File: config.mk
export PLATFORM = sky130hd
export DESIGN_NAME = dmem_arbiter
export DESIGN_NICKNAME = d
export VERILOG_FILES = /design/src/rtl/dmem_arbiter_pkg.sv /design/src/rtl/dmem_starve_ctr.sv /design/src/rtl/dmem_arbiter.sv
export SDC_FILE = /design/constraint.sdc
export NUM_CORES = 1
export LEC_CHECK = 0
export CORE_AREA = 2 2 119 121
export DETAILED_ROUTE_END_ITERATION = 12
export DIE_AREA = 0 0 121 123
export GPL_ROUTABILITY_DRIVEN = 0
export PLACE_DENSITY_LB_ADDON = 0.12
export SLEW_MARGIN = 20
export SYNTH_ARGS = -nofsm -noshare
export SYNTH_HDL_FRONTEND = slang
export SYNTH_HIERARCHICAL = 1
export SYNTH_SLANG_ARGS = --single-unit
File: constraint.sdc
create_clock -name clk -period 2.05 [get_ports clk]
set_clock_uncertainty 0.1 [all_clocks]
set_input_delay 0.3075 -clock clk [delete_from_list [all_inputs] [get_ports clk]]
set_output_delay 0.3075 -clock clk [all_outputs]
set_load 0.05 [all_outputs]
File: src/rtl/dmem_arbiter_pkg.sv
// ============================================================================
// dmem_arbiter_pkg : shared data-memory request/owner types for the pipeline
// Revision : 1.0
// ============================================================================
`default_nettype none

package dmem_arbiter_pkg;

  localparam int c_ADDR_W   = 32;
  localparam int c_DATA_W   = 32;
  localparam int c_STREAK_W = 4;

  // Who owns the read data returning from memory in the current cycle.
  typedef enum logic [1:0] {
    NONE = 2'd0,
    CORE = 2'd1,
    DMA  = 2'd2
  } mem_owner_e;

  typedef struct packed {
    logic                we;
    logic [c_ADDR_W-1:0] addr;
    logic [c_DATA_W-1:0] wdata;
    logic [2:0]          funct3;
  } mem_req_t;

  localparam mem_req_t c_REQ_IDLE = '0;

endpackage

`default_nettype wire

File: src/rtl/dmem_starve_ctr.sv
// ============================================================================
// dmem_starve_ctr : saturating count of core grants while DMA waits
// Revision : 1.0
// ============================================================================
`default_nettype none

module dmem_starve_ctr
  import dmem_arbiter_pkg::*;
#(
  parameter int MAX_STREAK = 4
) (
  input  logic clk,
  input  logic rst,
  input  logic core_grant,
  input  logic dma_grant,
  input  logic dma_req,
  output logic dma_prio
);

  localparam logic [c_STREAK_W-1:0] c_MAX = c_STREAK_W'(MAX_STREAK);
  localparam logic [c_STREAK_W-1:0] c_ONE = c_STREAK_W'(1);

  logic [c_STREAK_W-1:0] r_streak;
  logic [c_STREAK_W-1:0] w_streak_nxt;

  always_comb begin
    w_streak_nxt = r_streak;
    if (dma_grant || !dma_req) begin
      w_streak_nxt = '0;
    end else if (core_grant && (r_streak != c_MAX)) begin
      w_streak_nxt = r_streak + c_ONE;
    end
  end

  always_ff @(posedge clk or posedge rst) begin
    if (rst) begin
      r_streak <= '0;
    end else begin
      r_streak <= w_streak_nxt;
    end
  end

  assign dma_prio = (r_streak == c_MAX);

endmodule

`default_nettype wire

File: src/rtl/dmem_arbiter.sv
// ============================================================================
// dmem_arbiter : core/DMA sharing of the data-memory port, core stall, routing
// Revision : 1.0
// ============================================================================
`default_nettype none

module dmem_arbiter
  import dmem_arbiter_pkg::*;
#(
  parameter int ADDR_W     = 32,
  parameter int DATA_W     = 32,
  parameter int MAX_STREAK = 4
) (
  input  logic              clk,
  input  logic              rst,
  input  logic              core_req_i,
  input  logic              core_we_i,
  input  logic [ADDR_W-1:0] core_addr_i,
  input  logic [DATA_W-1:0] core_wdata_i,
  input  logic [2:0]        core_funct3_i,
  output logic              core_stall_o,
  output logic              core_rvalid_o,
  output logic [DATA_W-1:0] core_rdata_o,
  input  logic              dma_req_i,
  output logic              dma_ready_o,
  input  logic              dma_we_i,
  input  logic [ADDR_W-1:0] dma_addr_i,
  input  logic [DATA_W-1:0] dma_wdata_i,
  input  logic [2:0]        dma_funct3_i,
  output logic              dma_rvalid_o,
  output logic [DATA_W-1:0] dma_rdata_o,
  output logic              mem_en_o,
  output logic              mem_we_o,
  output logic [ADDR_W-1:0] mem_addr_o,
  output logic [DATA_W-1:0] mem_wdata_o,
  output logic [2:0]        mem_funct3_o,
  input  logic [DATA_W-1:0] mem_rdata_i
);

  mem_owner_e r_owner;
  mem_owner_e w_owner_nxt;
  mem_req_t   w_core_req;
  mem_req_t   w_dma_req;
  mem_req_t   w_mem_req;
  logic       w_core_pend;
  logic       w_core_grant;
  logic       w_dma_grant;
  logic       w_dma_prio;

  // A held core load must not re-issue while its own data is returning.
  assign w_core_pend  = core_req_i && (r_owner != CORE);
  assign w_dma_grant  = dma_req_i && (w_dma_prio || !w_core_pend);
  assign w_core_grant = w_core_pend && !w_dma_grant;

  dmem_starve_ctr #(
    .MAX_STREAK (MAX_STREAK)
  ) u_starve_ctr (
    .clk        (clk),
    .rst        (rst),
    .core_grant (w_core_grant),
    .dma_grant  (w_dma_grant),
    .dma_req    (dma_req_i),
    .dma_prio   (w_dma_prio)
  );

  always_comb begin
    w_core_req = '{we:     core_we_i,
                   addr:   c_ADDR_W'(core_addr_i),
                   wdata:  c_DATA_W'(core_wdata_i),
                   funct3: core_funct3_i};
    w_dma_req  = '{we:     dma_we_i,
                   addr:   c_ADDR_W'(dma_addr_i),
                   wdata:  c_DATA_W'(dma_wdata_i),
                   funct3: dma_funct3_i};
    w_mem_req  = c_REQ_IDLE;
    if (w_dma_grant) begin
      w_mem_req = w_dma_req;
    end else if (w_core_grant) begin
      w_mem_req = w_core_req;
    end
  end

  assign mem_en_o     = w_dma_grant || w_core_grant;
  assign mem_we_o     = w_mem_req.we;
  assign mem_addr_o   = ADDR_W'(w_mem_req.addr);
  assign mem_wdata_o  = DATA_W'(w_mem_req.wdata);
  assign mem_funct3_o = w_mem_req.funct3;

  assign dma_ready_o  = w_dma_grant;
  assign core_stall_o = w_core_pend && (!w_core_grant || !core_we_i);

  always_comb begin
    w_owner_nxt = NONE;
    if (w_dma_grant && !dma_we_i) begin
      w_owner_nxt = DMA;
    end else if (w_core_grant && !core_we_i) begin
      w_owner_nxt = CORE;
    end
  end

  always_ff @(posedge clk or posedge rst) begin
    if (rst) begin
      r_owner <= NONE;
    end else begin
      r_owner <= w_owner_nxt;
    end
  end

  assign core_rvalid_o = (r_owner == CORE);
  assign dma_rvalid_o  = (r_owner == DMA);
  assign core_rdata_o  = core_rvalid_o ? mem_rdata_i : '0;
  assign dma_rdata_o   = dma_rvalid_o  ? mem_rdata_i : '0;

endmodule

`default_nettype wire
* Word-level counts from Yosys, hierarchy flattened
Cells that the tools add are included.
** Cells by class
- Reductions and logical operators :: 18
- Mux-type cells :: 8
- Equality and inequality tests :: 5
- Add/sub/neg operators :: 1
** Operators by type and width (number)
- 68-bit 2-to-1 mux :: 2
- 32-bit 2-to-1 mux :: 2
- 4-bit 2-to-1 mux :: 2
- 1-bit logical AND :: 7
- 1-bit logical NOT :: 6
- 4-bit by 1-bit adder with 4-bit output (second input constant) :: 1
- 4-bit by 3-bit equality test with 1-bit output (second input constant) :: 1
- 1-bit logical OR :: 4
- 4-bit by 3-bit inequality test with 1-bit output (second input constant) :: 1
- 2-bit by 1-bit equality test with 1-bit output (second input constant) :: 1
- 2-bit equality test (second input constant) :: 1
- 2-bit 2-to-1 mux :: 1
- 2-bit by 1-bit inequality test with 1-bit output (second input constant) :: 1
- 2-bit nonzero test :: 1
- 1-bit 2-to-1 mux :: 1
** Word-level totals
- Flip-flop bits (word level) :: 6
- Word-level logic and storage cells :: 34
- Output and inout bits :: 137
- Input port bits :: 172

* Logic depth before layout (Yosys ltp)
Gate-level depths: netlist (run 1).
- Word-level depth :: 10
- Gate-level depth with buffers :: 11
- Gate-level depth less buffers :: 9

* By module
Netlist (run 1), hierarchy kept.
** Modules (own cells, without submodules)
- dmem_arbiter :: cells each 169, sequential area each 50.0 sq um, area an instance 1270.0 sq um, instances 1
- dmem_starve_ctr :: cells each 27, sequential area each 100.1 sq um, area an instance 227.7 sq um, instances 1

* Least setup slack after synthesis (run 1)
Ideal clock, no wire load.
- Path kind :: register to output
- Start :: reg u_starve_ctr.r_streak[0]
- End :: out mem_addr_o[24]
- Required time :: 1642 ps
- Data arrival time :: 1868 ps
- Buffers on the path :: 2
- Setup slack :: -226 ps
- Cell stages (with the launch flop) :: 10
- Cells stage by stage :: dfrtp_1 > inv_1 > ha_1 > nand3b_1 > inv_1 > nand2_1 > and3_1 > clkbuf_1 > buf_2 > a22o_1
** On the way
- Cells in the longest elaborated chain, start to end :: 7
** Ends and longest elaborated chain
- start, declared :: RTL line dmem_starve_ctr.sv:23 : logic [c_STREAK_W-1:0] r_streak;
- start signal, assigned :: RTL line dmem_starve_ctr.sv:39 : r_streak <= w_streak_nxt;
- 4-bit by 3-bit equality test with 1-bit output :: RTL line dmem_starve_ctr.sv:43 : assign dma_prio = (r_streak == c_MAX);
- net w_dma_prio :: RTL line dmem_arbiter.sv:48 : logic w_dma_prio;
- 1-bit logical OR :: RTL line dmem_arbiter.sv:52 : assign w_dma_grant = dma_req_i && (w_dma_prio || !w_core_pend);
- 1-bit logical AND :: RTL line dmem_arbiter.sv:52
- 1-bit logical NOT :: RTL line dmem_arbiter.sv:53 : assign w_core_grant = w_core_pend && !w_dma_grant;
- 1-bit logical AND :: RTL line dmem_arbiter.sv:53
- net w_core_grant :: RTL line dmem_arbiter.sv:46 : logic w_core_grant;
- 68-bit 2-to-1 mux :: RTL line dmem_arbiter.sv:78 : end else if (w_core_grant) begin
- 68-bit 2-to-1 mux :: RTL line dmem_arbiter.sv:76 : if (w_dma_grant) begin
- end, declared :: RTL line dmem_arbiter.sv:34 : output logic [ADDR_W-1:0] mem_addr_o,
The timed path passes the listed nets, and every way through them passes these cells.

* Worst setup path in the final report (run 1)
- Start :: reg u_starve_ctr.r_streak[1]
- End :: out mem_wdata_o[21]
** On the way
- Cells in the longest elaborated chain, start to end :: 7
** Ends and longest elaborated chain
- 4-bit by 3-bit equality test with 1-bit output (*) :: RTL line dmem_starve_ctr.sv:43
- net w_dma_prio :: RTL line dmem_arbiter.sv:48
- 1-bit logical OR (*) :: RTL line dmem_arbiter.sv:52
- 1-bit logical AND (*) :: RTL line dmem_arbiter.sv:52
- 1-bit logical NOT :: RTL line dmem_arbiter.sv:53
- 1-bit logical AND :: RTL line dmem_arbiter.sv:53
- 68-bit 2-to-1 mux :: RTL line dmem_arbiter.sv:78
- 68-bit 2-to-1 mux (*) :: RTL line dmem_arbiter.sv:76
- end, declared :: RTL line dmem_arbiter.sv:35 : output logic [DATA_W-1:0] mem_wdata_o,
The timed path passes the listed nets; every way through them passes the cells marked *.

==> impl_results.md, run 1 <==
* Status: finished with violations
* Violated checks: negative setup slack
* GRT Total Usage at 0.159
* N_diodes at 0
* Clock Pin Slew Worst Setup and Hold Paths at 30 ps
* Met2 usage at 0.321
* Clk_lat worst skew at 230 ps
* Crit end category: output port
* Rows at 43
* Cell with the most instances after synthesis: a22o_1
* Synth Area per Inst at 7.64 um2
* Clock sinks at 6
* Core footprint at 0.0136 mm2
* Cells along the critical path: inv_1 > ha_4 > nand3b_1 > inv_2 > o31a_4 > buf_12 > a22o_4 > buf_12
* Nets@finish at 688
* Vias/cell at 4.12
* Clock root cell: clkbuf_16
* Die X at 121 um
* IO Port Bufs at 308
* PnR worst setup slack at -346 ps
* Fillers at 1198
* I/O Pins at 309
* GR Overflow Total at 0
* Drc violations at 0
* Arr. time, crit path at 1990 ps
* Antenna violations before repair at 0
* Crit path launch type: register
* Period minus WS final at 2400 ps
* 1st-pass router iterations at 4
* Grt met3 use at 0.0637
* Area grow syn2layout at 371%
* Max_cap viols at 0
* Vias in the first global route at 3164
* 1st-iter DRT viols at 57
* Slew headroom at 0.795
* Register bit total from synthesis at 6
* Placed insts at 684
* Height of the die at 123 um
* First-pass GRT wire length at 18.1 mm
* GR peak layer: met2
* Critical Path RT at 1640 ps
* HP Class: in2async
* Crit path depth at 8
* Number of synthesized flops with an enable pin at 0
* CTS Buffer Depth at 2
* Synth Flop Type: dfrtp_1
* H-tree depth at 1
* Synth top area share at 0.398
* Final period utilization at 1.17
* Mapped Area at 0.00150 mm2
* Synth cell count leaders: 68 x a22o_1, 64 x and2_1, 8 x buf_6
* Worst Reg2Reg Path Length in Cells at 10
* Share of cells above drive strength 1 at 0.477
* Top cells by area, synth: a22o_1 40%, and2_1 27%, dfrtp_1 10%
* Area leader, netlist: a22o_1
* FF+latch area at 150 um2
* Die area at 0.0149 mm2
* Cell count after synthesis at 196
* WL final at 12.7 mm
* WP buf/inv at 4
* Syn Nets at 370
* Max Freq at 417 MHz
* Grt met1 use at 0.154
* R2R Setup Slk at -20 ps
* Vias at 2848
* Final Slew Violations at 0
* Hpwl dp at 11.1 mm
* Detail Route Antenna Nets at 0
* Critical-path top delay cell: o31a_4
* RSZ-0062 raised after global routing: true
* CP delay by family, top: compound AO/OA/AOI/OAI gates
* Post-DR wirelength/cell at 18.3 um
* VDD IR max at 203 uV
* Endpoints failing hold at 0
* Area of the multi-input gates at 0.00180 mm2
* RR Startpoint: u_starve_ctr/r_streak[1]
* Starting density of the core at 0.110
* Worst path most repeated cell: buf_12
* Leakage power at 3.00 nW
* Largest net degree at the start of global routing at 34
* Final std cells w/o fill at 692
* Worst Setup EP: mem_wdata_o[21]
* Critical Path Start: u_starve_ctr/r_streak[1]
* Pwr Total at 2.70 mW
* Setup violations, final at 70
* Worst-Margin Slew at 308 ps
* Synth cell types at 23
* Pwr Density at 383 mW/mm2
* Register area share after synthesis at 0.100
* CP Max Fanout at 22
* FFs w/ async S/R, synth at 1.00
* Reg2reg end: u_starve_ctr/r_streak[3]
* Yosys warns at 6
* TritonCTS clock tree: yes
* Critical path class: reg2out
* Critical Path Max Stage Delay at 360 ps
* CTS buffer count at 3
-- cells in the final DEF (no fill, tap or decap), types with 4 or more instances in the layout --
master,Yosys,final
clkdlybuf4s50_1,0,171
buf_12,0,142
a22o_4,0,68
and2_1,64,64
buf_4,0,17
dfrtp_1,6,6
inv_1,7,5
clkbuf_16,0,4
-- cell type report --
type / instances / area share
Timing Repair Buffer: 335 / 0.677
Tap cell: 180 / 0.0319
Multi-Input combinational cell: 160 / 0.255
Inverter: 8 / 0.00425
Clock buffer: 3 / 0.0106
Sequential cell: 6 / 0.0213
-- worst min path at each step --
stage	start	end	slack, ps	cells past startpoint
after floorplan	rst	r_owner[0]	-50	1
after global placement	rst	r_owner[1]	420	2
after detailed placement	rst	r_owner[1]	430	2
after CTS	rst	r_owner[0]	200	2
after global routing	rst	r_owner[0]	220	2
final	rst	r_owner[0]	190	2
-- layer usage --
| layer | vias to the layer above | wire length, um |
|---|---|---|
| met1 | 1326 | 4000 |
| met4 | 0 | 65 |
| li1 | 1357 | - |
| met2 | 159 | 7210 |
| met5 | - | 0 |
| met3 | 6 | 1390 |
-- repair_timing --
| action | 4_1_cts | 5_1_grt |
|---|---|---|
| setup endpoints to repair | 71 | 71 |
| hold buffers | 0 | 0 |
| gates resized for setup | 8 | 8 |
| buffers inserted | 2 | 1 |
| endpoints found under the hold margin | 0 | 0 |
| pin swaps | 1 | 8 |
| gates cloned | 1 | 1 |
-- stage by stage --
stage	setup slack, ps	hold slack [ps]	setup TNS (ps)	util	instance area, um2
after CTS	-336	198	-21130	0.514	6990
after floorplan	-18.9	-51.3	-767	-	2120
final	-346	192	-21150	0.519	7060
after global routing	-409	217	-26090	0.519	7060
after global placement	-273	417	-17010	0.503	6840
after detailed placement	-265	432	-16670	0.503	6840
-- worst reg2reg max path: stages, from the launching register on --
cell	delay [ps]
dfrtp_1	340
inv_1	70
ha_4	160
nand3b_1	110
inv_2	60
nand2_1	80
and3_4	310
buf_8	170
nand4_1	120
or3_1	340
a21oi_2	140
-- logic make-up after synthesis --
kind of cell / after synthesis / share of synthesized area
AND/OR/NAND/NOR: 82 / 0.335
AO/OA/AOI/OAI: 76 / 0.427
buffers and inverters: 30 / 0.121
flip-flops: 6 / 0.100
adder cells (fa/ha/maj): 2 / 0.0167
-- flip-flops by register name, indices dropped and copies added (netlist names) --
| signal | count |
|---|---|
| r_owner | 2 |
| u_starve_ctr/r_streak | 4 |
-- power breakdown --
part           internal [mW]  switching (mW)  leakage (nW)
combinational           1.21            1.05          2.88
sequential             0.123         0.00221        0.0816
clock                  0.250          0.0647        0.0370
total                   1.59            1.11          3.00
(Power assumes the default switching activity.)
==> run 2, diff against run 1 <==
--- a/config.mk
+++ b/config.mk
@@ -10,7 +10,7 @@
 export DIE_AREA = 0 0 121 123
 export GPL_ROUTABILITY_DRIVEN = 0
 export PLACE_DENSITY_LB_ADDON = 0.12
-export SLEW_MARGIN = 20
+export SLEW_MARGIN = 25
 export SYNTH_ARGS = -nofsm -noshare
 export SYNTH_HDL_FRONTEND = slang
 export SYNTH_HIERARCHICAL = 1
==> results of run 2 <==
Same layout as run 1: the final DEF is identical, and so are final timing and power.
==> run 3, diff against run 2 <==
--- a/config.mk
+++ b/config.mk
@@ -5,10 +5,13 @@
 export SDC_FILE = /design/constraint.sdc
 export NUM_CORES = 1
 export LEC_CHECK = 0
-export CORE_AREA = 2 2 119 121
+export ABC_AREA = 1
+export ABC_CLOCK_PERIOD_IN_PS = 2050
+export CORE_AREA = 2 2 118 120
 export DETAILED_ROUTE_END_ITERATION = 12
-export DIE_AREA = 0 0 121 123
+export DIE_AREA = 0 0 120 122
 export GPL_ROUTABILITY_DRIVEN = 0
+export HOLD_SLACK_MARGIN = 0.08
 export PLACE_DENSITY_LB_ADDON = 0.12
 export SLEW_MARGIN = 25
 export SYNTH_ARGS = -nofsm -noshare
==> run 3 against run 2 <==
Compared with the run above:
- the run still ends with negative setup slack left
- worst setup slack improved by 130 ps
- sequential cell count unchanged
- hold slack got worse by 12 ps
- sequential power about the same
- non-clock buffer count increased by 7
- combinational power decreased by 19%
- first-iteration DRC count increased by 130%
- largest cell class unchanged
- clock power about the same
- cell count increased by 27%
- critical path depth increased by 2
==> impl_results.md, run 3 <==
* Synth Area in Simple Gates at 0.455 (was 0.335)
* Hpwl dp at 10.8 mm (was 11.1 mm)
* Largest Register: u_starve_ctr/r_streak (unchanged)
* Adder-cell area share of the yosys netlist at 0.0116 (was 0.0167)
* I/O Pins at 309 (unchanged)
* Synth cell count leaders: 77 x nand2_1, 73 x nand3_1, 68 x nor2_1 (was 68 x a22o_1, 64 x and2_1, 8 x buf_6)
* Area leader, netlist: o211ai_1 (was a22o_1)
* HP Class: in2async (unchanged)
* Final std cells w/o fill at 881 (was 692)
* GR Overflow Total at 0 (unchanged)
* Synth Flop Type: dfrtp_1 (unchanged)
* Detail Route Antenna Nets at 0 (unchanged)
* Die area at 0.0146 mm2 (was 0.0149 mm2)
* Largest family of logic cells by synthesized area: simple AND/OR/NAND/NOR gates (was compound AO/OA/AOI/OAI gates)
* Synth top area share at 0.205 (was 0.398)
* Status: finished with violations (unchanged)
* Share of cells above drive strength 1 at 0.364 (was 0.477)
* Core footprint at 0.0135 mm2 (was 0.0136 mm2)
* CTS Buffer Depth at 2 (unchanged)
* Crit path launch type: register (unchanged)
* Int Pwr at 1.17 mW (was 1.59 mW)
* Clk_lat worst skew at 230 ps (about the same)
* Clock network power share at 0.138 (was 0.117)
* CP Max Fanout at 6 (was 22)
* RSZ-0062 raised after global routing: true (unchanged)
* Vias at 3942 (was 2848)
* Most frequent cells in the layout: 170 x clkdlybuf4s50_1, 73 x nand3_1, 63 x buf_4 (was 171 x clkdlybuf4s50_1, 142 x buf_12, 68 x a22o_4)
* Xor/xnor share of the synthesized area at 0.00406 (was 0)
* Cell count after synthesis at 398 (was 196)
* Clock root cell: clkbuf_16 (unchanged)
* Area grow syn2layout at 190% (was 371%)
* CTS buffer count at 3 (unchanged)
* Compound-Gate Fraction of Synth Area at 0.265 (was 0.427)
* Max Freq at 441 MHz (was 417 MHz)
* N_diodes at 0 (unchanged)
* Critical Path RT at 1640 ps (about the same)
* Synth cell types at 23 (unchanged)
* Setup violations, final at 70 (unchanged)
* Final core occ at 0.463 (was 0.519)
* First-pass GRT wire length at 20.0 mm (was 18.1 mm)
* Final period utilization at 1.11 (was 1.17)
* Register bit total from synthesis at 6 (unchanged)
* Hold Worst Slack at 180 ps (was 192 ps)
* Slew headroom at 0.779 (was 0.795)
* Sequential Power Share at 0.056 (was 0.046)
* Height of the die at 122 um (was 123 um)
* Syn Nets at 572 (was 370)
* Number of synthesized flops with an enable pin at 0 (unchanged)
* Synth Area per Inst at 5.42 um2 (was 7.64 um2)
* Register area share after synthesis at 0.0696 (was 0.100)
* Net Switching at 1.12 mW (was 1.11 mW)
* Cell with the most instances after synthesis: nand2_1 (was a22o_1)
* Violated checks: negative setup slack (unchanged)
* Biggest regs: u_starve_ctr/r_streak x4, r_owner x2 (unchanged)
* Top cells by area, synth: o211ai_1 21%, nand3_1 17%, nand2_1 13% (was a22o_1 40%, and2_1 27%, dfrtp_1 10%)
* TritonCTS clock tree: yes (unchanged)
* 1st-pass router iterations at 4 (unchanged)
* Combinational share of power at 0.806 (was 0.837)
* Most common cell after layout, fill and taps aside: clkdlybuf4s50_1 (unchanged)
* Max_cap viols at 0 (unchanged)
* Cts hold-fix bufs at 0 (unchanged)
* Sw Share at 0.490 (was 0.413)
* Drc violations at 0 (unchanged)
* Nets@finish at 877 (was 688)
* Leakage power at 2.90 nW (was 3.00 nW)
* Yosys warns at 6 (unchanged)
* H-tree depth at 1 (unchanged)
* Period minus WS final at 2270 ps (was 2400 ps)
* Worst-Margin Slew at 332 ps (was 308 ps)
* Antenna violations before repair at 0 (unchanged)
* Die X at 120 um (was 121 um)
* GR peak layer: met2 (unchanged)
* IO Port Bufs at 308 (unchanged)
* Met2 usage at 0.332 (was 0.321)
* Clock sinks at 6 (unchanged)
* 1st-iter DRT viols at 129 (was 57)
* Grt met3 use at 0.0468 (was 0.0637)
* RR Startpoint: u_starve_ctr/r_streak[0] (was u_starve_ctr/r_streak[1])
* Multiplexer share of the synthesized area at 0 (unchanged)
* Arr. time, crit path at 1860 ps (was 1990 ps)
* Worst Reg2Reg Path Length in Cells at 13 (was 10)
* Largest net degree at the start of global routing at 47 (was 34)
* PnR worst setup slack at -218 ps (was -346 ps)
* Clock Pin Slew Worst Setup and Hold Paths at 40 ps (was 30 ps)
* Placed insts at 868 (was 684)
* R2R Setup Slk at 20 ps (was -20 ps)
* Reg2reg end: u_starve_ctr/r_streak[3] (unchanged)
* Starting density of the core at 0.160 (was 0.110)
* Pwr Density at 365 mW/mm2 (was 383 mW/mm2)
* Mapped Area at 0.00216 mm2 (was 0.00150 mm2)
* Endpoints failing hold at 0 (unchanged)
* VDD IR max at 241 uV (was 203 uV)
* Vias/cell at 4.47 (was 4.12)
* Final Slew Violations at 0 (unchanged)
* Vias in the first global route at 3890 (was 3164)
* Rows at 43 (unchanged)
* FFs w/ async S/R, synth at 1.00 (unchanged)
* Pwr Total at 2.29 mW (was 2.70 mW)
* Critical path class: reg2out (unchanged)
* Grt met1 use at 0.183 (was 0.154)
* WL final at 13.7 mm (was 12.7 mm)
* Crit end category: output port (unchanged)
* GRT Total Usage at 0.170 (was 0.159)
* Post-DR wirelength/cell at 15.6 um (was 18.3 um)
* Max reg flops at 4 (unchanged)
-- run 3: final cells by class --
class                   count  area (um2)
multi-input cells         302        1780
well taps                 180         225
fillers                  1337        7250
flip-flops and latches      6         150
repair buffers            342        3840
inverters                  48         186
clock buffers               3        75.1
-- run 3: worst max-delay path by stage --
stage | from | to | slack (ps) | cells after the start
global route | u_starve_ctr/r_streak[0] | mem_wdata_o[28] | -310 | 10
CTS | u_starve_ctr/r_streak[1] | mem_wdata_o[28] | -210 | 10
global placement | u_starve_ctr/r_streak[0] | mem_wdata_o[29] | -50 | 10
floorplan | u_starve_ctr/r_streak[0] | core_stall_o | -50 | 9
finish | u_starve_ctr/r_streak[0] | mem_wdata_o[29] | -220 | 10
detailed placement | u_starve_ctr/r_streak[0] | mem_wdata_o[28] | -80 | 10
-- run 3: metal layers --
| layer | share of wire | routed length [um] | up-vias |
|---|---|---|---|
| met5 | 0 | 0 | - |
| met3 | 0.099 | 1360 | 8 |
| li1 | - | - | 1936 |
| met2 | 0.52 | 7150 | 201 |
| met1 | 0.37 | 5120 | 1797 |
| met4 | 0.0078 | 107 | 0 |
-- run 3: through the flow --
stage / setup WS, ps / area (um2) / TNS, ps
floorplan: -52.5 / 2310 / -52.5
global placement: -49.9 / 5720 / -229
detailed placement: -80.3 / 5720 / -932
CTS: -210 / 6150 / -10810
global route: -305 / 6250 / -17930
finish: -218 / 6250 / -11400
-- run 3: timing repair --
action,in CTS,in global routing
pin swaps,37,29
endpoints found under the hold margin,0,0
endpoints found under the setup margin,70,74
gates cloned,3,1
setup buffers,3,3
gates resized for setup,70,13
-- run 3: cell families (layout without fill, tap and decap cells) --
kind of cell / after synthesis / after routing
simple gates: 228 / 228
fa+ha+maj: 2 / 2
flops: 6 / 6
xor+xnor: 1 / 1
buf+inv: 90 / 393
compound gates: 71 / 71
-- run 3: critical path: stages, from the launching register on --
cell and delay, ps:
dfrtp_1 400, inv_2 100, ha_4 150, nand2_4 60, nor2_4 90, inv_2 70, buf_12 150, clkbuf_16 150
o211ai_1 150, nand2_1 130, buf_6 180
-- run 3: power by group through the flow --
stage          Combinational [mW]  Clock (mW)  Sequential (mW)
3_5_place_dp                 1.74           0            0.128
6_report                     1.84       0.315            0.128
3_3_place_gp                 1.73           0            0.128
5_1_grt                      1.93       0.328            0.128
2_1_floorplan               0.958           0            0.129
4_1_cts                      1.83       0.321            0.127
